===== src/rtl/alu_serial_sequencer.sv =====
// Bit-serial MIPS ALU controller: drives one external 1-bit ALU slice LSB first.
// Optional `ALU_SERIAL_ILLEGAL_EN adds illegal_op and forces a zero result for unlisted alu_ctrl codes.
module alu_serial_sequencer #(
  parameter int WIDTH = 32
) (
  input  logic             clk,
  input  logic             rst_n,
  input  logic             start,
  output logic             ready,
  input  logic [WIDTH-1:0] a,
  input  logic [WIDTH-1:0] b,
  input  logic [3:0]       alu_ctrl,
  output logic [WIDTH-1:0] result,
  output logic             zero,
  output logic             overflow,
  output logic             done,
  output logic             busy,
  output logic             slice_a,
  output logic             slice_b,
  output logic             slice_ainvert,
  output logic             slice_binvert,
  output logic             slice_carryin,
  output logic [1:0]       slice_operation,
  output logic             slice_less,
  input  logic             slice_result,
  input  logic             slice_carryout
`ifdef ALU_SERIAL_ILLEGAL_EN
  ,
  output logic             illegal_op
`endif
);

  localparam int CNT_W = (WIDTH > 2) ? $clog2(WIDTH) : 1;
  localparam int RES_W = WIDTH - 1;

  typedef enum logic [1:0] {
    S_IDLE = 2'd0,
    S_RUN  = 2'd1,
    S_FIX  = 2'd2,
    S_DONE = 2'd3
  } state_t;

  typedef struct packed {
    logic       ainv;
    logic       binv;
    logic [1:0] op;
    logic       cin;
    logic       arith;
    logic       slt;
  } ctrl_t;

  // Unlisted codes fall through to the AND configuration.
  function automatic ctrl_t decode_ctrl(input logic [3:0] code);
    ctrl_t c;
    c = '0;
    case (code)
      4'b0001: c.op = 2'b01;
      4'b0010: begin
        c.op    = 2'b10;
        c.arith = 1'b1;
      end
      4'b0110: begin
        c.binv  = 1'b1;
        c.op    = 2'b10;
        c.cin   = 1'b1;
        c.arith = 1'b1;
      end
      4'b0111: begin
        c.binv  = 1'b1;
        c.op    = 2'b10;
        c.cin   = 1'b1;
        c.arith = 1'b1;
        c.slt   = 1'b1;
      end
      4'b1100: begin
        c.ainv = 1'b1;
        c.binv = 1'b1;
      end
      default: c.op = 2'b00;
    endcase
    return c;
  endfunction

`ifdef ALU_SERIAL_ILLEGAL_EN
  function automatic logic is_listed(input logic [3:0] code);
    case (code)
      4'b0000, 4'b0001, 4'b0010, 4'b0110, 4'b0111, 4'b1100: return 1'b1;
      default: return 1'b0;
    endcase
  endfunction
`endif

  state_t             state_q;
  logic [WIDTH-1:0]   a_sh_q;
  logic [WIDTH-1:0]   b_sh_q;
  logic [RES_W-1:0]   res_sh_q;
  logic [CNT_W-1:0]   cnt_q;
  logic               carry_q;
  logic               ainv_q;
  logic               binv_q;
  logic [1:0]         op_q;
  logic               arith_q;
  logic               slt_q;
  logic               a0_q;
  logic               b0_q;
  logic               set_bit_q;
  logic               ov_slt_q;
  logic [WIDTH-1:0]   result_q;
  logic               zero_q;
  logic               ovf_q;
  logic               done_q;
`ifdef ALU_SERIAL_ILLEGAL_EN
  logic               illegal_q;
  logic               illegal_op_q;
`endif

  ctrl_t              dec;
  logic               accept;
  logic               last_bit;
  logic               ov_now;
  logic [WIDTH-1:0]   fin_result;
  logic               fin_ovf;

  assign dec      = decode_ctrl(alu_ctrl);
  assign ready    = (state_q == S_IDLE) || (state_q == S_DONE);
  assign busy     = (state_q == S_RUN) || (state_q == S_FIX);
  assign accept   = start && ready;
  assign last_bit = (cnt_q == CNT_W'(WIDTH - 1));
  // In RUN the slice carry-in is carry_q, so this is carry-in ^ carry-out of the MSB.
  assign ov_now   = arith_q & (carry_q ^ slice_carryout);

  assign result   = result_q;
  assign zero     = zero_q;
  assign overflow = ovf_q;
  assign done     = done_q;
`ifdef ALU_SERIAL_ILLEGAL_EN
  assign illegal_op = illegal_op_q;
`endif

  always_comb begin
    fin_result = {slice_result, res_sh_q};
    fin_ovf    = ov_now;
`ifdef ALU_SERIAL_ILLEGAL_EN
    if (illegal_q) begin
      fin_result = '0;
      fin_ovf    = 1'b0;
    end
`endif
  end

  always_comb begin
    slice_a         = 1'b0;
    slice_b         = 1'b0;
    slice_ainvert   = 1'b0;
    slice_binvert   = 1'b0;
    slice_carryin   = 1'b0;
    slice_operation = 2'b00;
    slice_less      = 1'b0;
    case (state_q)
      S_RUN: begin
        slice_a         = a_sh_q[0];
        slice_b         = b_sh_q[0];
        slice_ainvert   = ainv_q;
        slice_binvert   = binv_q;
        slice_carryin   = carry_q;
        slice_operation = op_q;
      end
      // SLT fix-up: bit 0 of the result is the sign-corrected set bit fed through Less.
      S_FIX: begin
        slice_a         = a0_q;
        slice_b         = b0_q;
        slice_binvert   = 1'b1;
        slice_carryin   = 1'b1;
        slice_operation = 2'b11;
        slice_less      = set_bit_q;
      end
      default: ;
    endcase
  end

  always_ff @(posedge clk or negedge rst_n) begin
    if (!rst_n) begin
      state_q      <= S_IDLE;
      a_sh_q       <= '0;
      b_sh_q       <= '0;
      res_sh_q     <= '0;
      cnt_q        <= '0;
      carry_q      <= 1'b0;
      ainv_q       <= 1'b0;
      binv_q       <= 1'b0;
      op_q         <= 2'b00;
      arith_q      <= 1'b0;
      slt_q        <= 1'b0;
      a0_q         <= 1'b0;
      b0_q         <= 1'b0;
      set_bit_q    <= 1'b0;
      ov_slt_q     <= 1'b0;
      result_q     <= '0;
      zero_q       <= 1'b0;
      ovf_q        <= 1'b0;
      done_q       <= 1'b0;
`ifdef ALU_SERIAL_ILLEGAL_EN
      illegal_q    <= 1'b0;
      illegal_op_q <= 1'b0;
`endif
    end else begin
      done_q <= 1'b0;
`ifdef ALU_SERIAL_ILLEGAL_EN
      illegal_op_q <= 1'b0;
`endif
      case (state_q)
        S_IDLE, S_DONE: begin
          if (accept) begin
            a_sh_q    <= a;
            b_sh_q    <= b;
            a0_q      <= a[0];
            b0_q      <= b[0];
            res_sh_q  <= '0;
            cnt_q     <= '0;
            carry_q   <= dec.cin;
            ainv_q    <= dec.ainv;
            binv_q    <= dec.binv;
            op_q      <= dec.op;
            arith_q   <= dec.arith;
            slt_q     <= dec.slt;
            set_bit_q <= 1'b0;
            ov_slt_q  <= 1'b0;
`ifdef ALU_SERIAL_ILLEGAL_EN
            illegal_q <= !is_listed(alu_ctrl);
`endif
            state_q   <= S_RUN;
          end else begin
            state_q <= S_IDLE;
          end
        end
        S_RUN: begin
          a_sh_q   <= a_sh_q >> 1;
          b_sh_q   <= b_sh_q >> 1;
          res_sh_q <= RES_W'({slice_result, res_sh_q} >> 1);
          carry_q  <= slice_carryout;
          cnt_q    <= cnt_q + 1'b1;
          if (last_bit) begin
            if (slt_q) begin
              ov_slt_q  <= ov_now;
              set_bit_q <= slice_result ^ ov_now;
              state_q   <= S_FIX;
            end else begin
              result_q <= fin_result;
              zero_q   <= (fin_result == '0);
              ovf_q    <= fin_ovf;
              done_q   <= 1'b1;
`ifdef ALU_SERIAL_ILLEGAL_EN
              illegal_op_q <= illegal_q;
`endif
              state_q  <= S_DONE;
            end
          end
        end
        S_FIX: begin
          result_q <= {{(WIDTH-1){1'b0}}, slice_result};
          zero_q   <= !slice_result;
          ovf_q    <= ov_slt_q;
          done_q   <= 1'b1;
          state_q  <= S_DONE;
        end
        default: state_q <= S_IDLE;
      endcase
    end
  end

endmodule


===== config.mk =====
export PLATFORM = sky130hd
export DESIGN_NAME = alu_serial_sequencer
export DESIGN_NICKNAME = d
export VERILOG_FILES = /design/src/rtl/alu_serial_sequencer.sv
export SDC_FILE = /design/constraint.sdc
export NUM_CORES = 1
export LEC_CHECK = 0
export CELL_PAD_IN_SITES_DETAIL_PLACEMENT = 1
export CELL_PAD_IN_SITES_GLOBAL_PLACEMENT = 1
export CORE_MARGIN = 2
export CORE_UTILIZATION = 44
export CTS_CLUSTER_DIAMETER = 60
export DETAILED_ROUTE_END_ITERATION = 8
export GPL_ROUTABILITY_DRIVEN = 0
export PLACE_DENSITY = 0.81
export SKIP_LAST_GASP = 1
export SYNTH_ARGS = -nofsm -noshare
export SYNTH_HDL_FRONTEND = slang
export SYNTH_SLANG_ARGS = --single-unit

===== constraint.sdc =====
create_clock -name clk -period 4.26 [get_ports clk]
set_input_delay 0.426 -clock clk [delete_from_list [all_inputs] [get_ports clk]]
set_output_delay 0.426 -clock clk [all_outputs]
set_load 0.02 [all_outputs]

# After elaboration in Yosys (flattened, before gate mapping)

Cells that the tools add are included.

Logic and storage cells: 98
Input bits: 73
Output and inout port bits: 45
Register bits after elaboration: 148

Reductions and logical operators: 16
$add $sub $neg: 1
Bitwise gates (word level): 3
Mux-type cells: 46
Equality and inequality tests: 13

Operator list:

| kind                                                            | number |
|---|---|
| 32-bit one-hot mux with 2 select lines                          | 3 |
| 32-bit 2-to-1 mux                                               | 4 |
| 31-bit one-hot mux with 2 select lines                          | 1 |
| 32-bit zero test                                                | 1 |
| 31-bit 2-to-1 mux                                               | 1 |
| 1-bit 2-to-1 mux                                                | 21 |
| 1-bit one-hot mux with 2 select lines                           | 10 |
| 5-bit one-hot mux with 2 select lines                           | 1 |
| 4-bit by 3-bit == test with 1-bit output, second input constant | 2 |
| 2-bit != test, second input constant                            | 4 |
| 2-bit one-hot mux with 2 select lines                           | 2 |
| 2-bit one-hot mux with 3 select lines                           | 1 |
| 3-bit OR reduction                                              | 2 |
| 5-bit by 1-bit adder with 5-bit output, second input constant   | 1 |
| 5-bit == test, second input constant                            | 1 |
| 5-bit 2-to-1 mux                                                | 1 |
| 2-bit == test, second input constant                            | 2 |
| 4-bit by 1-bit == test with 1-bit output, second input constant | 1 |
| 4-bit by 2-bit == test with 1-bit output, second input constant | 1 |
| 4-bit == test, second input constant                            | 1 |
| 2-bit AND reduction                                             | 2 |
| 4-bit AND reduction                                             | 1 |
| 2-bit nonzero test                                              | 2 |
| 2-bit OR reduction                                              | 2 |
| other kinds (9)                                                 | 11 |

# Depth between registers and ports, before layout

Gate-level depths: netlist of run 1.

Depth after elaboration: 6
Mapped depth: 9
Mapped depth without buffers: 7

# Worst setup path after synthesis of run 1

OpenSTA, ideal clock, no wires.

Path type: reg2out
Start: register state_q[1]
End: output slice_a
Arrival time: 1536 ps
Required time: 3834 ps
Slack: 2298 ps
Cell stages (with the launch flop): 7
Path buffers: 2
Path through: dfrtp_1 -> inv_1 -> ha_1 -> buf_2 -> buf_1 -> a22oi_1 -> nor2_1

Longest elaborated chain between the ends: 2
Elaborated cells between the ends (all ways): 3
Those cells by class: 2 x eq/ne; 1 x mux

RTL lines:

| element                                                                   | RTL line | RTL |
|---|---|---|
| start: declaration                                                        | 93       | `state_t state_q;` |
| start signal: assignment                                                  | 183      | `state_q <= S_IDLE;` |
| start signal: assignment                                                  | 231      | `state_q <= S_RUN;` |
| start signal: assignment                                                  | 233      | `state_q <= S_IDLE;` |
| 2-bit == test or 2-bit by 1-bit == test with 1-bit output (tied branches) | 159      | `case (state_q)` |
| 1-bit one-hot mux with 2 select lines (*)                                 | 159      |  |
| end: declaration                                                          | 18       | `output logic slice_a,` |

Mark *: on every way between the ends. The rest lies on a longest branch, timed or not.

# Worst setup path after layout of run 1

Start: register state_q[1]
End: output slice_carryin

Longest elaborated chain between the ends: 2
Elaborated cells between the ends (all ways): 3
Those cells by class: 2 x eq/ne; 1 x mux

RTL lines:

| element                                                                   | RTL line | RTL |
|---|---|---|
| 2-bit == test or 2-bit by 1-bit == test with 1-bit output (tied branches) | 159      |  |
| 1-bit one-hot mux with 2 select lines (*)                                 | 159      |  |
| end: declaration                                                          | 22       | `output logic slice_carryin,` |

Marked as above.

==> results of run 1 <==
power by group:
group,switching [uW],internal [uW]
Clock,655,834
Combinational,1340,886
Sequential,294,1860
worst paths after layout:
path,from,to,slack [ps],cells past startpoint
worst min register to register,b_sh_q[28],b_sh_q[28],480,2
max in group asynchronous,rst_n,a_sh_q[29],3040,2
worst max register to register,state_q[1],zero,1440,6
worst min-delay path,rst_n,result[8],150,1
worst max-delay path,state_q[1],slice_carryin,1280,5
min in group clk,b_sh_q[28],b_sh_q[28],480,2
registers in the layout (all words and copies together) (netlist names), 2 cells and up:
register,flops
a_sh_q,32
b_sh_q,32
result,32
res_sh_q,31
cnt_q,5
op_q,2
state_q,2
Yosys cell counts (all sizes together):
master / n
dfrtp: 148
nand2: 79
o21ai: 72
a22o: 67
mux2i: 65
buf: 31
nor2: 14
a21oi: 11
clkbuf: 9
nor4: 8
and3: 4
ha: 4
inv: 4
mux2: 4
nand2b: 4
a21o: 3
nand3: 3
a22oi: 2
and2: 2
nor2b: 2
nor3: 2
nor3b: 2
o41ai: 2
xor2: 2
a211o: 1
and2b: 1
and3b: 1
nand3b: 1
nand4: 1
o31ai: 1
area by class of cell:
cell class / count / area share, %
flip-flops and latches: 148 / 45.2
multi-input cells: 358 / 29.7
repair buffers: 123 / 15.0
clock buffers: 18 / 5.24
well taps: 180 / 2.75
clock inverters: 14 / 1.90
inverters: 4 / 0.183
per-layer routing:
layer | global-route usage [%] | share of wire, % | vias to the layer above | wire (microns)
li1 | - | - | 2187 | -
met1 | 27.7 | 43 | 2352 | 6780
met2 | 36.8 | 51 | 99 | 7950
met3 | 5.59 | 4.7 | 21 | 737
met4 | 7.51 | 1.5 | 0 | 235
met5 | 0 | 0 | - | 0
per-stage QoR:
step	hold WS (ps)	area (sq um)	utilization [%]	setup slack, ps	instances
final	151	8190	58.5	1280	845
after global routing	252	8190	58.5	1130	845
after detailed placement	473	7600	54.3	1400	813
after floorplan	130	6340	-	2300	550
after global placement	459	7600	54.3	1550	813
after CTS	209	8190	58.5	1260	845
worst reg2reg max path, delay by kind of cell, from the launching register on:
family                     cells  cell delay (ps)
AOI/OAI and AO/OA              2             1130
adders and majority gates      1              660
DFF                            1              400
and+or+nand+nor                1              160
buffers and inverters          2              380
kinds of logic after synthesis:
family	Yosys count
adders and majority gates	4
DFF	148
xor gates and xnor gates	2
and+or+nand+nor	124
AOI/OAI and AO/OA	159
buffers and inverters	44
muxes	69
==> run summary, run 1 <==
Status -> finished clean
Hold Crit Class -> input pin to asynchronous set/reset pin
Final total negative setup slack -> 0 ps
Cell breakdown of the critical path -> inv_1 -> ha_4 -> a21oi_1 -> nor2_1 -> clkdlybuf4s50_1
Mean Syn Cell Area -> 11.5 sq um
Synth Area in Adders -> 0.790%
Cell Pwr Density -> 717 mW/mm^2
Multi-input gate area in the final layout -> 0.00243 sq mm
Resized Gates After CTS -> 0
Netlist Area Pre-Place -> 0.00634 sq mm
TritonCTS clock tree -> built
Total GRT Usage -> 21.9%
Commonest non-fill, non-tap cells in the layout -> dfrtp_1 (148), clkdlybuf4s50_1 (116), nand2_1 (79)
Diodes inserted -> 0
Initial antenna violation count -> 0
ANT nets after route -> 0
CTS HTree Levels -> 4
CP Launch Type -> flop
Syn nets -> 627
# DRC -> 0
Total chip power -> 5870 uW
Post-synthesis compound-gate area fraction -> 17.2%
WP buf/inv -> 2
Worst stage delay on the critical path -> 660 ps
Hpwl dp -> 10100 microns
Critical path class -> flop to primary output
Crit path max-delay family -> buffers and inverters
Die Y -> 124 microns
Flops & latches, synth -> 148
Peak VDD IR -> 0.403 mV
Final Hold Viols -> 0
Initial Util -> 45.3%
Placeable Area -> 0.0140 sq mm
Share of layout cells above drive strength 1 -> 7.07%
Root Driver -> clkbuf_16
Clock slew at reported path FFs -> 70 ps
Top-area cell type share of the netlist area -> 58.5%
Max-slew violations -> 0
Avg WL per Cell -> 18.6 microns
Grt ovf -> 0
Fin crit share -> 70.0%
Register area -> 0.00370 sq mm
RSZ-0062 raised after global routing -> no
Most common cell after layout, fill and taps aside -> dfrtp_1
Minimum clock period -> 2980 ps
Router iterations before antenna repair -> 4
Die ar. -> 0.0154 sq mm
Worst EP required -> 3830 ps
Final Routed Wirelength -> 15700 microns
CP arrival -> 2560 ps
Via count of the first global-routing pass -> 5025
Main combinational cell family by area after synthesis -> compound AO/OA/AOI/OAI gates
Largest net degree at the start of global routing -> 119
Synth warnings -> 0
I/O Buffers -> 117
Vias -> 4659
Vias per cell -> 5.51
First-pass GRT wire length -> 25800 microns
Xor/xnor cell area share of the yosys netlist -> 0.276%
Crit-path slowest cell -> ha_4
Max_cap viols -> 0
Clk buf depth -> 2
Yosys top cell by area -> dfrtp_1
Fin Clk Skew -> 8.59 ps
Worst-Margin Slew -> 1130 ps
Row cnt -> 43
1st-iter DRT viols -> 348
Die width -> 124 microns
Yosys cell types -> 37
CTS Hold Buffers Added -> 0
CP Max Fanout -> 52
Ports -> 118
Simple-gate share of the synthesized area -> 8.59%
Cells after Synth -> 550
Sequential share of the synthesized area -> 58.5%
Synth area leaders -> dfrtp_1 (58%), mux2i_1 (10%), a22o_1 (9.3%)
Post-CTS setup buffers -> 0
# clock sinks -> 148
Setup violators final -> 0
Fmax -> 335 MHz
P&R area growth vs syn -> 29.2%
Clock insertion delay at the later pin of the skew report -> 420 ps
Slew margin rel. -> 24.8%
TritonCTS buffer count -> 17
FILL cells -> 1453
Worst setup EP type -> primary output
Leak pwr -> 0.00366 uW
Final net count -> 729
Mux contribution to synthesized area -> 11.0%
Power figures use the tool's default switching activity.
==> run 2, diff against run 1 <==
--- a/config.mk
+++ b/config.mk
@@ -8,11 +8,11 @@
 export CELL_PAD_IN_SITES_DETAIL_PLACEMENT = 1
 export CELL_PAD_IN_SITES_GLOBAL_PLACEMENT = 1
 export CORE_MARGIN = 2
-export CORE_UTILIZATION = 44
+export CORE_UTILIZATION = 41
 export CTS_CLUSTER_DIAMETER = 60
 export DETAILED_ROUTE_END_ITERATION = 8
 export GPL_ROUTABILITY_DRIVEN = 0
-export PLACE_DENSITY = 0.81
+export PLACE_DENSITY = 0.76
 export SKIP_LAST_GASP = 1
 export SYNTH_ARGS = -nofsm -noshare
 export SYNTH_HDL_FRONTEND = slang
==> constraint.sdc (replaced) <==
create_clock -name clk -period 2.95 [get_ports clk]
set_input_delay 0.295 -clock clk [delete_from_list [all_inputs] [get_ports clk]]
set_output_delay 0.295 -clock clk [all_outputs]
set_load 0.02 [all_outputs]
==> run 2 against run 1 <==
Clock skew about the same; critical endpoint unchanged; critical path depth decreased by 1; first-iteration DRC count down 39%; sequential cell count did not move; cell area increased by 0.14%.
==> run summary, run 2 (synthesized netlist as in run 1, its figures left out) <==
Status -> finished clean
Final net count -> 734
Final Routed Wirelength -> 15200 microns
Register area -> 0.00370 sq mm
Met2 routed WL -> 7480 microns
Fin crit share -> 88.3%
P&R area growth vs syn -> 29.4%
Router iterations before antenna repair -> 4
Setup violators final -> 0
Vias -> 4640
Max-slew violations -> 0
Minimum clock period -> 2610 ps
Most common cell after layout, fill and taps aside -> dfrtp_1
Via count of the first global-routing pass -> 5023
Clk buf depth -> 2
Worst flop-to-flop path endpoint -> a_sh_q[15]
Placed Instances -> 825
Grt ovf -> 0
Total GRT Usage -> 19.6%
Die Y -> 128 microns
Peak VDD IR -> 0.515 mV
Placeable Area -> 0.0151 sq mm
Final total negative setup slack -> 0 ps
CTS HTree Levels -> 4
Hold Crit Class -> input pin to asynchronous set/reset pin
Ports -> 118
Initial antenna violation count -> 0
DRT met1 WL -> 6770 microns
TritonCTS clock tree -> built
Die width -> 128 microns
R2r setup slk -> 530 ps
Resized Gates After CTS -> 0
Share of layout cells above drive strength 1 -> 7.47%
Row cnt -> 45
Die ar. -> 0.0165 sq mm
Clock slew at reported path FFs -> 60 ps
Max_cap viols -> 0
Top routing layer in use -> met4
Leak pwr -> 0.00366 uW
Final Hold Viols -> 0
Total chip power -> 8270 uW
First-pass GRT wire length -> 25400 microns
Fin Clk Skew -> 8.87 ps
Clock insertion delay at the later pin of the skew report -> 420 ps
Avg WL per Cell -> 17.7 microns
Worst EP required -> 2650 ps
Fmax -> 384 MHz
ANT nets after route -> 0
FILL cells -> 1591
Post-Layout Cell Count -> 857
CP Launch Type -> flop
Worst-Margin Slew -> 1050 ps
TritonCTS buffer count -> 17
# clock sinks -> 148
R2R depth -> 5
CP Max Fanout -> 17
Vias per cell -> 5.41
Worst setup EP type -> primary output
Initial Util -> 41.8%
Slew margin rel. -> 29.9%
I/O Buffers -> 117
Root Driver -> clkbuf_16
Commonest non-fill, non-tap cells in the layout -> dfrtp_1 (148), clkdlybuf4s50_1 (116), nand2_1 (79)
CP arrival -> 2310 ps
RSZ-0062 raised after global routing -> no
Cell Pwr Density -> 1010 mW/mm^2
Critical path class -> flop to primary output
Reg2reg start -> state_q[0]
Met3 WL -> 788 microns
Largest net degree at the start of global routing -> 75
# DRC -> 0
Hpwl dp -> 10400 microns
Diodes inserted -> 0
Multi-input gate area in the final layout -> 0.00243 sq mm
1st-iter DRT viols -> 211
[run 2: layer usage]
metal  track usage, %  up-vias
met5                0        -
met4             6.08        0
met3             6.26       13
met2             31.6       81
met1             25.3     2365
li1                 -     2181
[run 2: final cells by class]
class	instances	area share [%]
sequential	148	45.2
clock inverter	10	0.916
timing repair buffer	128	15.5
inverter	4	0.183
tap	188	2.87
clock buffer	21	5.74
multi-input combinational	358	29.6
[run 2: repair_timing]
action	in CTS	in global routing
setup buffers	0	0
hold buffers	1	0
hold endpoints to repair	72	0
[run 2: per-stage QoR]
step | hold WS [ps] | worst slack (ps) | utilization (%) | area, sq um
CTS | 480 | 325 | 54.1 | 8200
global route | 502 | 181 | 54.1 | 8200
finish | 463 | 345 | 54.1 | 8200
global placement | 356 | 665 | 50.5 | 7640
detailed placement | 372 | 534 | 50.5 | 7640
floorplan | -0.591 | 1120 | - | 6340
[run 2: critical path: stages, from the launching register on]
cell and delay (ps):
dfrtp_1 390, inv_1 80, ha_1 530, nor2_1 220, clkdlybuf4s50_1 680
[run 2: how the worst max path moves through the flow]
stage,start,to,slack (ps)
2_1_floorplan,state_q[1],slice_a,1120
4_1_cts,state_q[0],slice_less,330
6_report,state_q[0],slice_carryin,340
3_3_place_gp,cnt_q[0],result[20],670
5_1_grt,state_q[0],slice_less,180
3_5_place_dp,state_q[0],a_sh_q[15],530
[run 2: report_power, final]
group,internal [uW],total [uW],switching [uW]
Combinational,1270,3190,1910
Clock,1140,2000,854
Sequential,2680,3090,406
Total,5100,8270,3170
==> run 3, diff against run 2 <==
--- a/config.mk
+++ b/config.mk
@@ -11,7 +11,7 @@
 export CORE_UTILIZATION = 41
 export CTS_CLUSTER_DIAMETER = 60
 export DETAILED_ROUTE_END_ITERATION = 8
-export GPL_ROUTABILITY_DRIVEN = 0
+export HOLD_SLACK_MARGIN = 0.03
 export PLACE_DENSITY = 0.76
 export SKIP_LAST_GASP = 1
 export SYNTH_ARGS = -nofsm -noshare
==> constraint.sdc (replaced) <==
create_clock -name clk -period 2.6 [get_ports clk]
set_input_delay 0.26 -clock clk [delete_from_list [all_inputs] [get_ports clk]]
set_output_delay 0.26 -clock clk [all_outputs]
set_load 0.02 [all_outputs]
==> run 3 against run 2 <==
Power up 20%; critical path type unchanged; sequential power up 14%; die area unchanged; critical endpoint unchanged; clock skew down 2.0 ps.
==> run summary, run 3 (synthesized netlist as in run 1, its figures left out) <==
Final Hold Viols -> 0
Worst-Margin Slew -> 660 ps
TritonCTS clock tree -> built
Placeable Area -> 0.0151 sq mm
# clock sinks -> 148
CP Max Fanout -> 9
WHS -> 411 ps
Commonest non-fill, non-tap cells in the layout -> dfrtp_1 (148), clkdlybuf4s50_1 (112), nand2_1 (79)
Avg WL per Cell -> 18.1 microns
Status -> finished clean
Initial antenna violation count -> 0
Row cnt -> 45
Final net count -> 740
Diodes inserted -> 0
Via count of the first global-routing pass -> 5170
First-pass GRT wire length -> 26500 microns
Hpwl dp -> 10500 microns
Critical path class -> flop to primary output
Largest net degree at the start of global routing -> 83
Clock slew at reported path FFs -> 60 ps
Final total negative setup slack -> 0 ps
Die width -> 128 microns
Final Routed Wirelength -> 15700 microns
Peak VDD IR -> 0.584 mV
# DRC -> 0
TritonCTS buffer count -> 17
Max-slew violations -> 0
FILL cells -> 1580
Ports -> 118
I/O Buffers -> 117
Initial Util -> 41.8%
CTS HTree Levels -> 4
Slew margin rel. -> 56.0%
CP arrival -> 2300 ps
Leak pwr -> 0.00380 uW
Vias per cell -> 5.47
Worst EP required -> 2340 ps
Worst setup EP type -> primary output
Hold Crit Class -> input pin to asynchronous set/reset pin
Most common cell after layout, fill and taps aside -> dfrtp_1
P&R area growth vs syn -> 31.9%
Fin crit share -> 98.4%
Vias -> 4724
Die Y -> 128 microns
M3 GR Usage -> 5.63%
ANT nets after route -> 0
Router iterations before antenna repair -> 5
CP Launch Type -> flop
1st-iter DRT viols -> 227
Fin Clk Skew -> 6.84 ps
Cell Pwr Density -> 1190 mW/mm^2
Post-CTS setup buffers -> 0
Max_cap viols -> 0
Post-Layout Cell Count -> 864
Minimum clock period -> 2560 ps
Die ar. -> 0.0165 sq mm
GRT busiest layer -> met2
Total GRT Usage -> 20.4%
Root Driver -> clkbuf_16
Met2 Track Usage GR -> 34.4%
Fmax -> 391 MHz
Setup violators final -> 0
Clock insertion delay at the later pin of the skew report -> 410 ps
R2R depth -> 7
Post-layout util -> 55.2%
Share of layout cells above drive strength 1 -> 8.88%
Clk buf depth -> 2
GR Layer Usage met1 -> 26.1%
Grt ovf -> 0
RSZ-0062 raised after global routing -> no
Global placer's final weighted congestion -> 0.754
Placed Instances -> 831
run 3: cell types whose count changed in the layout (fill, tap and decap cells not counted), sizes merged:
| cell | change |
|---|---|
| clkinvlp | -1 |
| bufinv | +3 |
| clkinv | -3 |
| buf | +6 |
| clkdlybuf4s50 | -4 |
| clkbuf | -4 |
| dlymetal6s2s | +4 |
| inv | +6 |
run 3: layout make-up:
class                      count  area, sq um  area share [%]
sequential                   148         3700            44.3
multi-input combinational    358         2430            29.1
timing repair buffer         134         1350            16.2
clock buffer                  17          425            5.09
tap                          188          235            2.81
clock inverter                15          193            2.31
inverter                       4         15.0           0.180
run 3: through the flow:
step	cell area (sq um)	worst slack [ps]	power (uW)
after floorplan	6340	771	6090
after global placement	7710	364	7110
after detailed placement	7710	201	7380
after CTS	8350	47.0	10100
after global routing	8360	10.4	10600
final	8360	41.7	9930
run 3: worst max-delay path, stage by stage (launching register included):
cell,delay [ps]
dfrtp_1,410
inv_1,100
ha_2,350
buf_4,200
nor2_1,180
clkdlybuf4s50_1,640
run 3: what timing repair did:
item,CTS,global route
endpoints found under the hold margin,68,0
gates resized for setup,2,5
setup endpoints to repair,6,12
hold buffers,1,0
run 3: power by group:
group / switching (uW) / internal, uW
Sequential: 472 / 3040
Clock: 1040 / 1540
Combinational: 2260 / 1580
Total: 3770 / 6160
run 3: per-layer routing:
metal	part of all wire, %	vias up
met4	0.95	0
li1	-	2202
met3	4.5	15
met5	0	-
met2	51	96
met1	44	2411
run 3: path summary, 6_finish.rpt:
path / start / end / slack [ps]
worst max-delay path: state_q[0] / slice_carryin / 40
worst min-delay path: rst_n / b_sh_q[8] / 410
worst max register to register: cnt_q[0] / result[21] / 450
worst min register to register: b_sh_q[7] / b_sh_q[7] / 480
max in group asynchronous: rst_n / b_sh_q[25] / 1450
min in group clk: b[8] / b_sh_q[8] / 470
